`config.mk`:
```
export PLATFORM = sky130hd
export DESIGN_NAME = inst_fetcher
export DESIGN_NICKNAME = d
export VERILOG_FILES = /design/src/rtl/inst_fetcher_pkg.sv /design/src/rtl/inst_fetcher_branch_predictor.sv /design/src/rtl/inst_fetcher.sv
export SDC_FILE = /design/constraint.sdc
export NUM_CORES = 1
export LEC_CHECK = 0
export CAP_MARGIN = 20
export CORE_MARGIN = 2
export CORE_UTILIZATION = 40
export CTS_CLUSTER_SIZE = 12
export DETAILED_ROUTE_END_ITERATION = 12
export GPL_TIMING_DRIVEN = 0
export PLACE_DENSITY_LB_ADDON = 0.05
export SYNTH_ARGS = -nofsm -noshare
export SYNTH_HDL_FRONTEND = slang
export SYNTH_SLANG_ARGS = --single-unit
```
`constraint.sdc`:
```
create_clock -name clk -period 7.66 [get_ports clk]
set_clock_uncertainty 0.05 [all_clocks]
set_input_delay 1.149 -clock clk [delete_from_list [all_inputs] [get_ports clk]]
set_output_delay 1.149 -clock clk [all_outputs]
set_load 0.01 [all_outputs]
```
`src/rtl/inst_fetcher_pkg.sv`:
```
// Shared definitions for the instruction fetch stage.
// Opcodes, boolean constants, fetch FSM states and immediate extraction.
package inst_fetcher_pkg;

    localparam logic [6:0] JALOP   = 7'b1101111;
    localparam logic [6:0] JALROP  = 7'b1100111;
    localparam logic [6:0] BROP    = 7'b1100011;
    localparam logic [6:0] AUIPCOP = 7'b0010111;

    localparam logic True  = 1'b1;
    localparam logic False = 1'b0;

    typedef enum logic [1:0] {
        FETCH,
        HOLD,
        JSTALL,
        DISCARD
    } if_state_t;

    function automatic logic [31:0] imm_j(input logic [31:0] ins);
        return {{12{ins[31]}}, ins[19:12], ins[20], ins[30:21], 1'b0};
    endfunction

    function automatic logic [31:0] imm_b(input logic [31:0] ins);
        return {{20{ins[31]}}, ins[7], ins[30:25], ins[11:8], 1'b0};
    endfunction

endpackage

```
`src/rtl/inst_fetcher_branch_predictor.sv`:
```
// Branch history table of 2-bit saturating counters.
// One combinational lookup port, one committed-outcome update port.
module branch_predictor
    import inst_fetcher_pkg::*;
#(
    parameter int BHT_BITS = 8
) (
    input  logic                clk,
    input  logic                rst,
    input  logic                rdy,
    input  logic [BHT_BITS-1:0] lookup_idx,
    output logic                lookup_taken,
    input  logic                upd_sgn,
    input  logic [BHT_BITS-1:0] upd_idx,
    input  logic                upd_taken
);

    localparam int N = 1 << BHT_BITS;

    logic [1:0] bht [N];

    always_ff @(posedge clk or posedge rst) begin
        if (rst) begin
            for (int i = 0; i < N; i++) bht[i] <= 2'b01;
        end else if (rdy && upd_sgn) begin
            if (upd_taken && bht[upd_idx] != 2'b11)
                bht[upd_idx] <= bht[upd_idx] + 2'd1;
            else if (!upd_taken && bht[upd_idx] != 2'b00)
                bht[upd_idx] <= bht[upd_idx] - 2'd1;
        end
    end

    // Read sees the pre-update value on a same-cycle index collision.
    assign lookup_taken = bht[lookup_idx][1];

endmodule

```
`src/rtl/inst_fetcher.sv`:
```
// Instruction fetch stage: PC walk, icache request, JAL/branch prediction.
// Define BHT_EN to enable the 2-bit branch history table.
module inst_fetcher
    import inst_fetcher_pkg::*;
#(
    parameter logic [31:0] RESET_PC = 32'h0,
    parameter int          BHT_BITS = 8
) (
    input  logic        clk,
    input  logic        rst,
    input  logic        rdy,
    output logic        ICACHE_sgn,
    output logic [31:0] ICACHE_addr,
    input  logic        ICACHE_ins_sgn,
    input  logic [31:0] ICACHE_ins,
    output logic        IF_ins_sgn,
    output logic [31:0] IF_ins,
    output logic        IF_jump_flag,
    output logic [31:0] IF_jump_pc,
    input  logic        ROB_full,
    input  logic        LSB_full,
    input  logic        ROB_clr,
    input  logic [31:0] ROB_clr_pc,
    input  logic        ROB_br_sgn,
    input  logic [31:0] ROB_br_pc,
    input  logic        ROB_br_taken
);

    if_state_t   state, state_n;
    logic [31:0] pc, pc_n;
    logic        req_n, vld_n, flag_n;
    logic [31:0] addr_n, ins_n, jpc_n;
    logic [31:0] pred_pc, pred_jpc;
    logic        pred_flag, br_taken, consume;
    logic        unused_br;

`ifdef BHT_EN
    branch_predictor #(.BHT_BITS(BHT_BITS)) u_bp (
        .clk          (clk),
        .rst          (rst),
        .rdy          (rdy),
        .lookup_idx   (pc[BHT_BITS+1:2]),
        .lookup_taken (br_taken),
        .upd_sgn      (ROB_br_sgn),
        .upd_idx      (ROB_br_pc[BHT_BITS+1:2]),
        .upd_taken    (ROB_br_taken)
    );
    assign unused_br = ^{ROB_br_pc[31:BHT_BITS+2], ROB_br_pc[1:0]};
`else
    assign br_taken  = False;
    assign unused_br = ^{ROB_br_sgn, ROB_br_pc, ROB_br_taken};
`endif

    assign consume = IF_ins_sgn && !ROB_full && !LSB_full && rdy;

    always_comb begin
        pred_pc   = pc + 32'd4;
        pred_jpc  = pc + 32'd4;
        pred_flag = False;
        unique case (ICACHE_ins[6:0])
            JALOP: begin
                pred_pc   = pc + imm_j(ICACHE_ins);
                pred_flag = True;
            end
            BROP: begin
                if (br_taken) begin
                    pred_pc   = pc + imm_b(ICACHE_ins);
                    pred_flag = True;
                end else begin
                    pred_jpc  = pc + imm_b(ICACHE_ins);
                end
            end
            AUIPCOP: pred_jpc = pc;
            default: ;
        endcase
    end

    always_comb begin
        state_n = state;
        pc_n    = pc;
        req_n   = ICACHE_sgn;
        addr_n  = ICACHE_addr;
        vld_n   = IF_ins_sgn;
        ins_n   = IF_ins;
        flag_n  = IF_jump_flag;
        jpc_n   = IF_jump_pc;
        if (rdy) begin
            if (ROB_clr) begin
                pc_n  = ROB_clr_pc;
                vld_n = False;
                if ((state == FETCH && !ICACHE_ins_sgn) || state == DISCARD) begin
                    state_n = DISCARD;
                    req_n   = False;
                end else begin
                    state_n = FETCH;
                    req_n   = True;
                    addr_n  = ROB_clr_pc;
                end
            end else begin
                unique case (state)
                    FETCH: if (ICACHE_ins_sgn) begin
                        ins_n   = ICACHE_ins;
                        vld_n   = True;
                        flag_n  = pred_flag;
                        jpc_n   = pred_jpc;
                        pc_n    = pred_pc;
                        req_n   = False;
                        state_n = HOLD;
                    end
                    HOLD: if (consume) begin
                        vld_n = False;
                        if (IF_ins[6:0] == JALROP) begin
                            state_n = JSTALL;
                        end else begin
                            state_n = FETCH;
                            req_n   = True;
                            addr_n  = pc;
                        end
                    end
                    DISCARD: if (ICACHE_ins_sgn) begin
                        state_n = FETCH;
                        req_n   = True;
                        addr_n  = pc;
                    end
                    default: ;
                endcase
            end
        end
    end

    always_ff @(posedge clk or posedge rst) begin
        if (rst) begin
            state        <= FETCH;
            pc           <= RESET_PC;
            ICACHE_sgn   <= True;
            ICACHE_addr  <= RESET_PC;
            IF_ins_sgn   <= False;
            IF_ins       <= '0;
            IF_jump_flag <= False;
            IF_jump_pc   <= '0;
        end else begin
            state        <= state_n;
            pc           <= pc_n;
            ICACHE_sgn   <= req_n;
            ICACHE_addr  <= addr_n;
            IF_ins_sgn   <= vld_n;
            IF_ins       <= ins_n;
            IF_jump_flag <= flag_n;
            IF_jump_pc   <= jpc_n;
        end
    end

endmodule

```
Yosys cells after proc, flatten, opt, wreduce, memory -nomap -nowiden

Index checks and enable logic that the tools add are counted.
W data, S select, Z words.

Equal/unequal tests: 11
Bitwise logic cells: 1
Reductions and logical operators: 20
Multiplexer cells: 29
Add/sub/neg operators: 3

Operator list:

| kind                    | count |
|---|---|
| $mux W32                | 9 |
| $pmux W32 S2            | 2 |
| $add A32 B32 Y32        | 2 |
| $add A32 B3 Y32 const B | 1 |
| $eq A7 B7 Y1 const B    | 3 |
| $mux W2                 | 6 |
| $ne A3 B3 Y1 const B    | 4 |
| $reduce_and A6 Y1       | 2 |
| $mux W1                 | 9 |
| $reduce_and A4 Y1       | 2 |
| $eq A7 B5 Y1 const B    | 1 |
| $pmux W2 S3             | 1 |
| $reduce_bool A3 Y1      | 2 |
| $reduce_and A5 Y1       | 1 |
| $logic_and A1 B1 Y1     | 4 |
| $reduce_bool A2 Y1      | 2 |
| $reduce_bool A4 Y1      | 1 |
| $logic_not A1 Y1        | 3 |
| $pmux W1 S3             | 1 |
| $reduce_and A3 Y1       | 1 |
| $eq A2 B1 Y1 const B    | 1 |
| $eq A2 B2 Y1 const B    | 1 |
| $logic_not A2 Y1        | 1 |
| $ne A2 B2 Y1 const B    | 1 |
| 3 further kinds         | 3 |

Bits in registers: 133

Depth between registers and ports, before layout

Gate-level depths: netlist of the first run.

Word-level depth: 7
Depth in mapped cells: 12
Mapped depth without buffers: 12

Worst setup path before layout of the first run

No wires, ideal clock.

Kind: in2reg
From: input port ICACHE_ins[27]
To: register IF_jump_pc[20]
Arrival: 3.535 ns
Setup slack: 3.946 ns
Library setup time: 0.129 ns
Buffers on the path: 1
Stages: 10
Required time: 7.481 ns
Path through: ha_1 -> a211o_1 -> a211o_1 -> a2111o_1 -> a2111oi_4 -> or2_1 -> buf_6 -> xnor2_1 -> a221oi_2 -> o21ai_1

Word-level cells in the longest chain between the ends: 2

RTL lines:

| item                   | RTL line            | RTL |
|---|---|---|
| start: declaration     | inst_fetcher.sv:15  | `input logic [31:0] ICACHE_ins,` |
| $add A32 B32 Y32       | inst_fetcher.sv:70  | `pred_jpc = pc + imm_b(ICACHE_ins);` |
| $pmux W32 S2           | inst_fetcher.sv:60  | `unique case (ICACHE_ins[6:0])` |
| end signal: assignment | inst_fetcher.sv:149 | `IF_jump_pc <= jpc_n;` |
| end: declaration       | inst_fetcher.sv:19  | `output logic [31:0] IF_jump_pc,` |

No other way between the ends.
A chain may end at the register's enable or synchronous reset.

Worst setup path after layout of the first run

From: input port ICACHE_ins[25]
To: register pc[28]

Word-level cells in the longest chain between the ends: 5

RTL lines:

| item                   | RTL line            | RTL |
|---|---|---|
| $add A32 B32 Y32       | inst_fetcher.sv:62  | `pred_pc = pc + imm_j(ICACHE_ins);` |
| $mux W32               | -                   |  |
| $mux W32               | inst_fetcher.sv:101 | `FETCH: if (ICACHE_ins_sgn) begin` |
| $mux W32               | inst_fetcher.sv:100 | `unique case (state)` |
| $mux W32               | inst_fetcher.sv:88  | `if (ROB_clr) begin` |
| end signal: assignment | inst_fetcher.sv:143 | `pc <= pc_n;` |
| end: declaration       | inst_fetcher.sv:30  | `logic [31:0] pc, pc_n;` |

No other way between the ends. The select of a mux whose other input is x is not followed.

==> summary.txt, run 1 <==
Pwr
  – Peak VDD IR: 0.000139 V
  – Power per Cell Area: 321 nW/um^2
  – Static Leak: 5.34 nW

Floorplanning
  – Core Area: 23600 sq um
  – Row count: between 50 and 60
  – Initial Util: approximately two fifths
  – Die height: between 150 and 200 microns
  – Full die area: approximately 25000 sq um
  – Ports: 204
  – Chip width: 160 microns

Yosys
  – Netlist Area Pre-Place: between 9000 and 10000 sq um
  – Seq cells post-synth: between 100 and 150
  – Synthesized area per cell: between 7 and 8 sq um
  – Share of flip-flops with an asynchronous set or reset: 100%
  – Sequential fraction of the synthesis area: about a third
  – Mapped Nets: ~1400
  – Synth warn: 0
  – Main synth FF type: dfrtp_1
  – Cell variety after synth: 72
  – EDFF count, synth: 0
  – Cell count after synthesis: between 1000 and 1500

GRT
  – Largest net degree at the start of global routing: just over 90
  – Total grt overflow: 0
  – GRT Total Usage: roughly 30%
  – Vias in the first global route: 9498
  – Antenna violations before repair: 1
  – First-pass GRT wire length: approximately 60000 microns

Timing
  – Final WS setup: about 3.0 ns
  – Worst Max-Slew Pin Slew: a little under 1 ns
  – RSZ-0062 raised after global routing: false
  – Min cycle time layout: about 4.7 ns
  – FMAX: between 200 and 250 MHz
  – Worst slew margin: between 30% and 40%
  – Fin crit share: about three fifths
  – Final Hold Vio Count: 0
  – Slew Limit Fails: 0
  – Setup TNS: 0 ns
  – Final setup vio count: 0

Route
  – Drt pass-1 iters: 7
  – Via count: between 10000 and 15000
  – WL per Instance: approximately 22 microns
  – DR DRC count: 0
  – Post-DRT Antenna Nets: 0
  – Drt initial violations: around 950
  – Via density: 5.87
  – Overall routed net length: between 30000 and 40000 microns

Place
  – Pre-CTS WS: 2.68 ns
  – Placer Congestion: a little over 0.9
  – Post-detail-place hpwl: about 29000 microns
  – Placed inst area: 11800 sq um
  – Port bufs: about 170

Critical path
  – Reg2reg setup slack: roughly 3.7 ns
  – Reg2Reg Depth: 10
  – Worst reg2reg path endpoint: pc[28]$_DFFE_PP0P_
  – Crit path DAT: around 5 ns
  – Crit path max fanout: 6
  – Critical Path Source Type: primary input
  – CP required: just under 8 ns
  – CP Capture Type: register
  – CP Class: in2reg
  – FF-to-FF Start: pc[2]$_DFFE_PP0P_

Worst hold path
  – Hold endpoint: IF_ins[25]$_DFFE_PP0P_
  – HP Start: IF_ins[25]$_DFFE_PP0P_
  – Worst hold path class: reg2reg
  – Worst hold stages: 2

Cells and area
  – Final nets: roughly 1600
  – # fillers: about 2400
  – Post-layout util: between 50 and 60%
  – Design area: 12400 sq um
  – Area Growth Syn to Fin: 28.3%
  – Layout cell share with drive strength beyond 1: ~3.4%
  – Antenna cells: 0

CTS
  – Cts bufs inserted: 17
  – Clk root buf: clkbuf_16
  – H-tree depth: 4
  – Deepest clock path buffer count: 2
  – Post-CTS setup repair buffer count: 0
  – Clock transition at path regs: around 0.06 ns
  – # hold bufs at CTS: 0
  – Count of cells resized by post-cts repair: 0
  – Worst skew pair latency: about 0.44 ns
  – CTS sink count: about 130
  – CTS tree: yes

Job
  – Max-cap viol count: 0

Run status
  – Status: finished, final reports clean
## flip-flops by register name, indices dropped and copies added, names as in the netlist
| name | count |
|---|---|
| ICACHE_sgn | 1 |
| ICACHE_addr | 32 |
| IF_jump_pc | 32 |
| IF_jump_flag | 1 |
| IF_ins_sgn | 1 |
| state | 2 |
| pc | 32 |
| IF_ins | 32 |
## through the flow
step                      hold slack, ns  total power [mW]  instances
after floorplan                    0.405              2.29       1227
final                              0.420              3.99       1749
after global placement             0.409              3.12       1714
after CTS                          0.427              3.98       1749
after detailed placement           0.412              3.13       1717
after global routing               0.442              4.25       1749
## cell usage in the layout, fill, tap and decap left out, types with 21 or more instances in the layout
cell / Yosys / layout
nand2_1: 247 / 247
clkdlybuf4s50_1: 0 / 168
o21ai_0: 156 / 156
dfrtp_1: 132 / 132
a21oi_1: 86 / 86
clkbuf_1: 78 / 79
nor2_1: 66 / 66
ha_1: 44 / 44
xnor2_1: 34 / 34
mux2i_1: 33 / 33
nor3_1: 27 / 27
a21o_1: 26 / 26
nand3_1: 23 / 23
xor2_1: 22 / 22
and3_1: 21 / 21
## worst max-delay path by stage
stage / startpoint / end / slack (ns) / cells past startpoint
floorplan: rst / ICACHE_addr[0]$_DFFE_PP0P_ / 2.91 / 1
global placement: rst / IF_ins[15]$_DFFE_PP0P_ / 0.55 / 2
detailed placement: ICACHE_ins[21] / pc[28]$_DFFE_PP0P_ / 2.68 / 11
CTS: ICACHE_ins[25] / pc[28]$_DFFE_PP0P_ / 3.12 / 12
global route: ICACHE_ins[25] / pc[28]$_DFFE_PP0P_ / 2.92 / 12
finish: ICACHE_ins[25] / pc[28]$_DFFE_PP0P_ / 2.99 / 12
## where the power goes
part	internal, mW	total (mW)	switching, mW
registers	0.948	1.17	0.225
logic	0.890	1.98	1.09
clock network	0.482	0.838	0.356
total	2.32	3.99	1.67
## cells by family (layout without fill, tap and decap cells)
logic type,count (synthesis),in the layout,share of synthesized area (%)
multiplexers,35,35,3.64
XOR/XNOR,56,56,5.06
AO/OA/AOI/OAI,396,396,25.5
flip-flops,133,133,34.4
buffers and inverters,104,307,4.13
adder cells (fa/ha/maj),46,46,6.10
AND/OR/NAND/NOR,457,457,21.1
## final cells by class
type,instances,area (sq um),area share [%]
Multi-Input combinational cell,990,5960,48.0
Timing Repair Buffer,171,1740,14.0
Buffer,86,333,2.68
Sequential cell,133,3330,26.8
Clock buffer,18,429,3.46
Tap cell,319,399,3.21
Clock inverter,14,153,1.23
Inverter,18,72.6,0.584
## layer usage
layer / up-vias / part of all wire [%] / track usage [%]
li1: 4822 / - / -
met1: 4902 / 46 / 43.5
met2: 484 / 45 / 47.0
met3: 52 / 8.0 / 4.01
met4: 0 / 1.5 / 7.15
met5: - / 0 / 0
## critical path: stages
cell             delay, ns
clkdlybuf4s50_1       0.45
ha_1                  0.30
clkbuf_2              0.17
o21a_1                0.20
o21ai_0               0.31
nand2_1               0.17
a32oi_1               0.53
a21boi_0              0.38
a311oi_1              0.74
o21ai_0               0.25
xnor2_1               0.18
o21ai_0               0.09
## synth_stat cells, types with 8 or more instances
cell,number,area (sq um)
nor4_1,9,56.3
nor2_1,66,248
nand4_1,10,62.6
mux2i_1,33,330
a21o_1,26,195
a31oi_1,15,93.8
nor3_1,27,135
nand3_1,23,115
nand2_1,247,927
inv_1,17,63.8
xor2_1,22,193
a211oi_1,8,60.1
o21a_1,10,75.1
dfrtp_1,132,3300
o31ai_1,8,60.1
o21ai_0,156,781
a22oi_1,8,60.1
xnor2_1,34,298
a21oi_1,86,430
ha_1,44,551
a221oi_1,9,78.8
nor2b_1,10,62.6
clkbuf_1,78,293
and3_1,21,131
or3_1,13,81.3
Power figures use the tool's default switching activity.
==> inputs of run 2 (changes only) <==
clock period = 4.65 ns   (was 7.66 ns; I/O delays follow)
==> results of run 2 <==
The final DEF is identical to that of run 1. Status: finished, final reports clean.
Among the figures that moved: setup slack after placement 2.68 ns -> 0.117 ns; setup slack after layout 2.99 ns -> 0.430 ns; register-to-register setup slack 3.72 ns -> 0.71 ns; total power 3.99 mW -> 6.58 mW; worst IR drop on VDD 0.000139 V -> 0.000229 V
==> inputs of run 3 (changes only) <==
REMOVE_ABC_BUFFERS = 1   (was default)
==> run 3 against run 2 <==
Against the previous run: sequential cell count did not move; core utilization decreased by 0.24 points; clock-buffer cell count is the same; critical path type unchanged; worst setup slack got worse by 0.091 ns; highest routed layer unchanged; sequential power increased by 2%; routed wire length shrank 13%; critical endpoint is now IF_jump_pc[21]$_DFFE_PP0P_; largest power group unchanged; combinational power down 5%; sequential share of layout area up 0.12 points; global-route usage shrank 3.8 points; power rose by 0.59%; fmax down 2.1%; register-to-register slack improved by 0.10 ns.
==> summary.txt, run 3 (same netlist as run 1, synthesis figures left out) <==
Critical path
  – CP max-delay cell: clkdlybuf4s50_1
  – Critical Path Source Type: primary input
  – Peak per-stage delay on the critical path: 1.00 ns (+0.26 ns)
  – CP Class: in2reg
  – Crit-path cells: clkdlybuf4s50_1 -> ha_1 -> a21o_1 -> a221oi_1 -> nand2_1 -> a22oi_1 -> nand3b_1 -> a21oi_1 -> xnor2_1 -> a222oi_1 -> o21ai_0
  – CP Capture Type: register
  – Crit path max fanout: 22 (+16)
  – Crit path DAT: around 4.5 ns
  – CP required: between 4 and 5 ns

Cells and area
  – Area Growth Syn to Fin: 27.7%
  – Design area: 12400 sq um (-0.45%)
  – Layout cell share with drive strength beyond 1: 4.58% (+1.2 points)
  – Most common cell after layout, fill and taps aside: nand2_1
  – Final nets: 1493 (-4.8%)
  – Antenna cells: 0 (unchanged)
  – Commonest cells after routing, fill and taps aside: nand2_1 (245), clkdlybuf4s50_1 (168), o21ai_0 (155)

Timing
  – Fin crit share: between 90% and 100%
  – Final setup vio count: 0 (unchanged)
  – Worst Max-Slew Pin Slew: 1.12 ns (+0.148 ns)
  – Worst slew margin: 24.9% (-10 points)
  – Min cycle time layout: ~4.3 ns
  – RSZ-0062 raised after global routing: false
  – FMAX: 232 MHz
  – Final Hold Vio Count: 0 (unchanged)
  – Slew Limit Fails: 0 (unchanged)
  – Final WS setup: around 0.34 ns

GRT
  – Antenna violations before repair: 0 (-1)
  – GRT Total Usage: 26.1% (-3.8 points)
  – Vias in the first global route: 9111 (-4.1%)
  – First-pass GRT wire length: 52800 microns (-9.5%)
  – Largest net degree at the start of global routing: 85 (-8.6%)
  – Total grt overflow: 0 (unchanged)

Route
  – DR DRC count: 0 (unchanged)
  – Drt pass-1 iters: 7 (unchanged)
  – Overall routed net length: 33200 microns (-13%)
  – Via density: 5.79 (-1.3%)
  – Via count: 9694 (-5.5%)
  – WL per Instance: 19.9 microns (-9.4%)
  – Drt initial violations: 921 (-3.0%)
  – Post-DRT Antenna Nets: 0 (unchanged)

Pwr
  – Peak VDD IR: roughly 0.00023 V
  – Sequential share of power: 29.7% (+0.3 points)
  – Gate power share: 47.1% (-2.5 points)
  – Switch share: between 30% and 40%
  – NetSw: about 2.6 mW
  – Static Leak: 5.36 nW (+0.36%)
  – Internal Pwr Total: 3.99 mW
  – Power per Cell Area: 535 nW/um^2
  – Clk pwr share: 23.2% (+2.2 points)

Run status
  – Status: finished, final reports clean

Worst hold path
  – Worst hold path class: reg2reg

CTS
  – Post-CTS setup repair buffer count: 0 (unchanged)
  – Worst skew pair latency: 0.43 ns (about the same)
  – Clock transition at path regs: 0.06 ns (about the same)
  – # hold bufs at CTS: 0 (unchanged)
  – CTS sink count: 133 (unchanged)
  – CTS tree: yes
  – Cts bufs inserted: 17 (unchanged)
  – H-tree depth: 4 (unchanged)
  – Count of cells resized by post-cts repair: 0 (unchanged)
  – Clk root buf: clkbuf_16
  – Deepest clock path buffer count: 2 (unchanged)

Floorplanning
  – Ports: 204 (unchanged)
  – Initial Util: 41.0% (unchanged)
  – Die height: 160 microns (unchanged)
  – Chip width: 160 microns (unchanged)
  – Full die area: 25500 sq um (unchanged)
  – Row count: 56 (unchanged)
  – Core Area: 23600 sq um (unchanged)

Job
  – Max-cap viol count: 0 (unchanged)

Place
  – Pre-CTS WS: roughly 0.075 ns
  – Port bufs: 169 (+0.60%)
  – Placed inst area: 11700 sq um (-1.1%)
  – Placer Congestion: 0.907 (-3.0%)
  – Post-detail-place hpwl: 23800 microns (-18%)
==> run 3: changes by cell type in the layout (fill, tap and decap cells not counted), sizes merged <==
cell,before,now
clkinv,7,6
clkbuf,97,18
bufinv,2,5
buf,10,14
inv,20,19
clkinvlp,3,2
==> run 3: layer usage <==
layer | part of all wire, % | track usage (%)
met1 | 49 | 39.4
met2 | 43 | 38.8
met3 | 6.0 | 3.46
met4 | 1.7 | 7.56
met5 | 0 | 0
==> run 3: worst paths after layout <==
check	cells after the start	from	slack, ns	end
worst min-delay path	2	IF_ins[25]$_DFFE_PP0P_	0.42	IF_ins[25]$_DFFE_PP0P_
worst max register to register	9	pc[7]$_DFFE_PP0P_	0.81	pc[28]$_DFFE_PP0P_
max in group asynchronous	3	rst	3.10	pc[17]$_DFFE_PP0P_
min in group asynchronous	2	rst	0.64	IF_jump_pc[0]$_DFFE_PP0P_
worst min register to register	2	IF_ins[25]$_DFFE_PP0P_	0.42	IF_ins[25]$_DFFE_PP0P_
worst max-delay path	11	ICACHE_ins[31]	0.34	IF_jump_pc[21]$_DFFE_PP0P_
==> run 3: final cells by class <==
class / count / area (sq um)
fillers: 2314 / 11200
well taps: 319 / 399
clock inverters: 14 / 225
repair buffers: 182 / 1910
flip-flops and latches: 133 / 3330
multi-input cells: 990 / 6000
clock buffers: 18 / 429
inverters: 18 / 72.6
==> run 3: power groups by stage <==
stage / combinational, mW / clock (mW) / sequential (mW)
after floorplan: 1.67 / 0 / 2.04
after global routing: 3.41 / 1.62 / 2.04
after CTS: 3.10 / 1.57 / 1.96
after global placement: 3.03 / 0 / 1.97
final: 3.11 / 1.54 / 1.97
after detailed placement: 3.08 / 0 / 1.98
==> run 3: through the flow <==
stage	hold WS [ns]	std cells	TNS, ns	utilization [%]	power (mW)
6_report	0.420	1674	0	52.4	6.61
5_1_grt	0.449	1674	0	52.4	7.07
4_1_cts	0.428	1674	0	52.4	6.64
3_5_place_dp	0.411	1642	0	49.6	5.07
3_3_place_gp	0.407	1629	-1035.76	48.5	5.00
2_1_floorplan	0.405	1141	-12.77	-	3.71
==> run 3: critical path: cells and delay by family <==
kind,cells,cell delay (ns)
AND/OR/NAND/NOR,2,0.26
buffers and inverters,1,1.00
adder cells (fa/ha/maj),1,0.68
AO/OA/AOI/OAI,6,1.75
XOR/XNOR,1,0.14
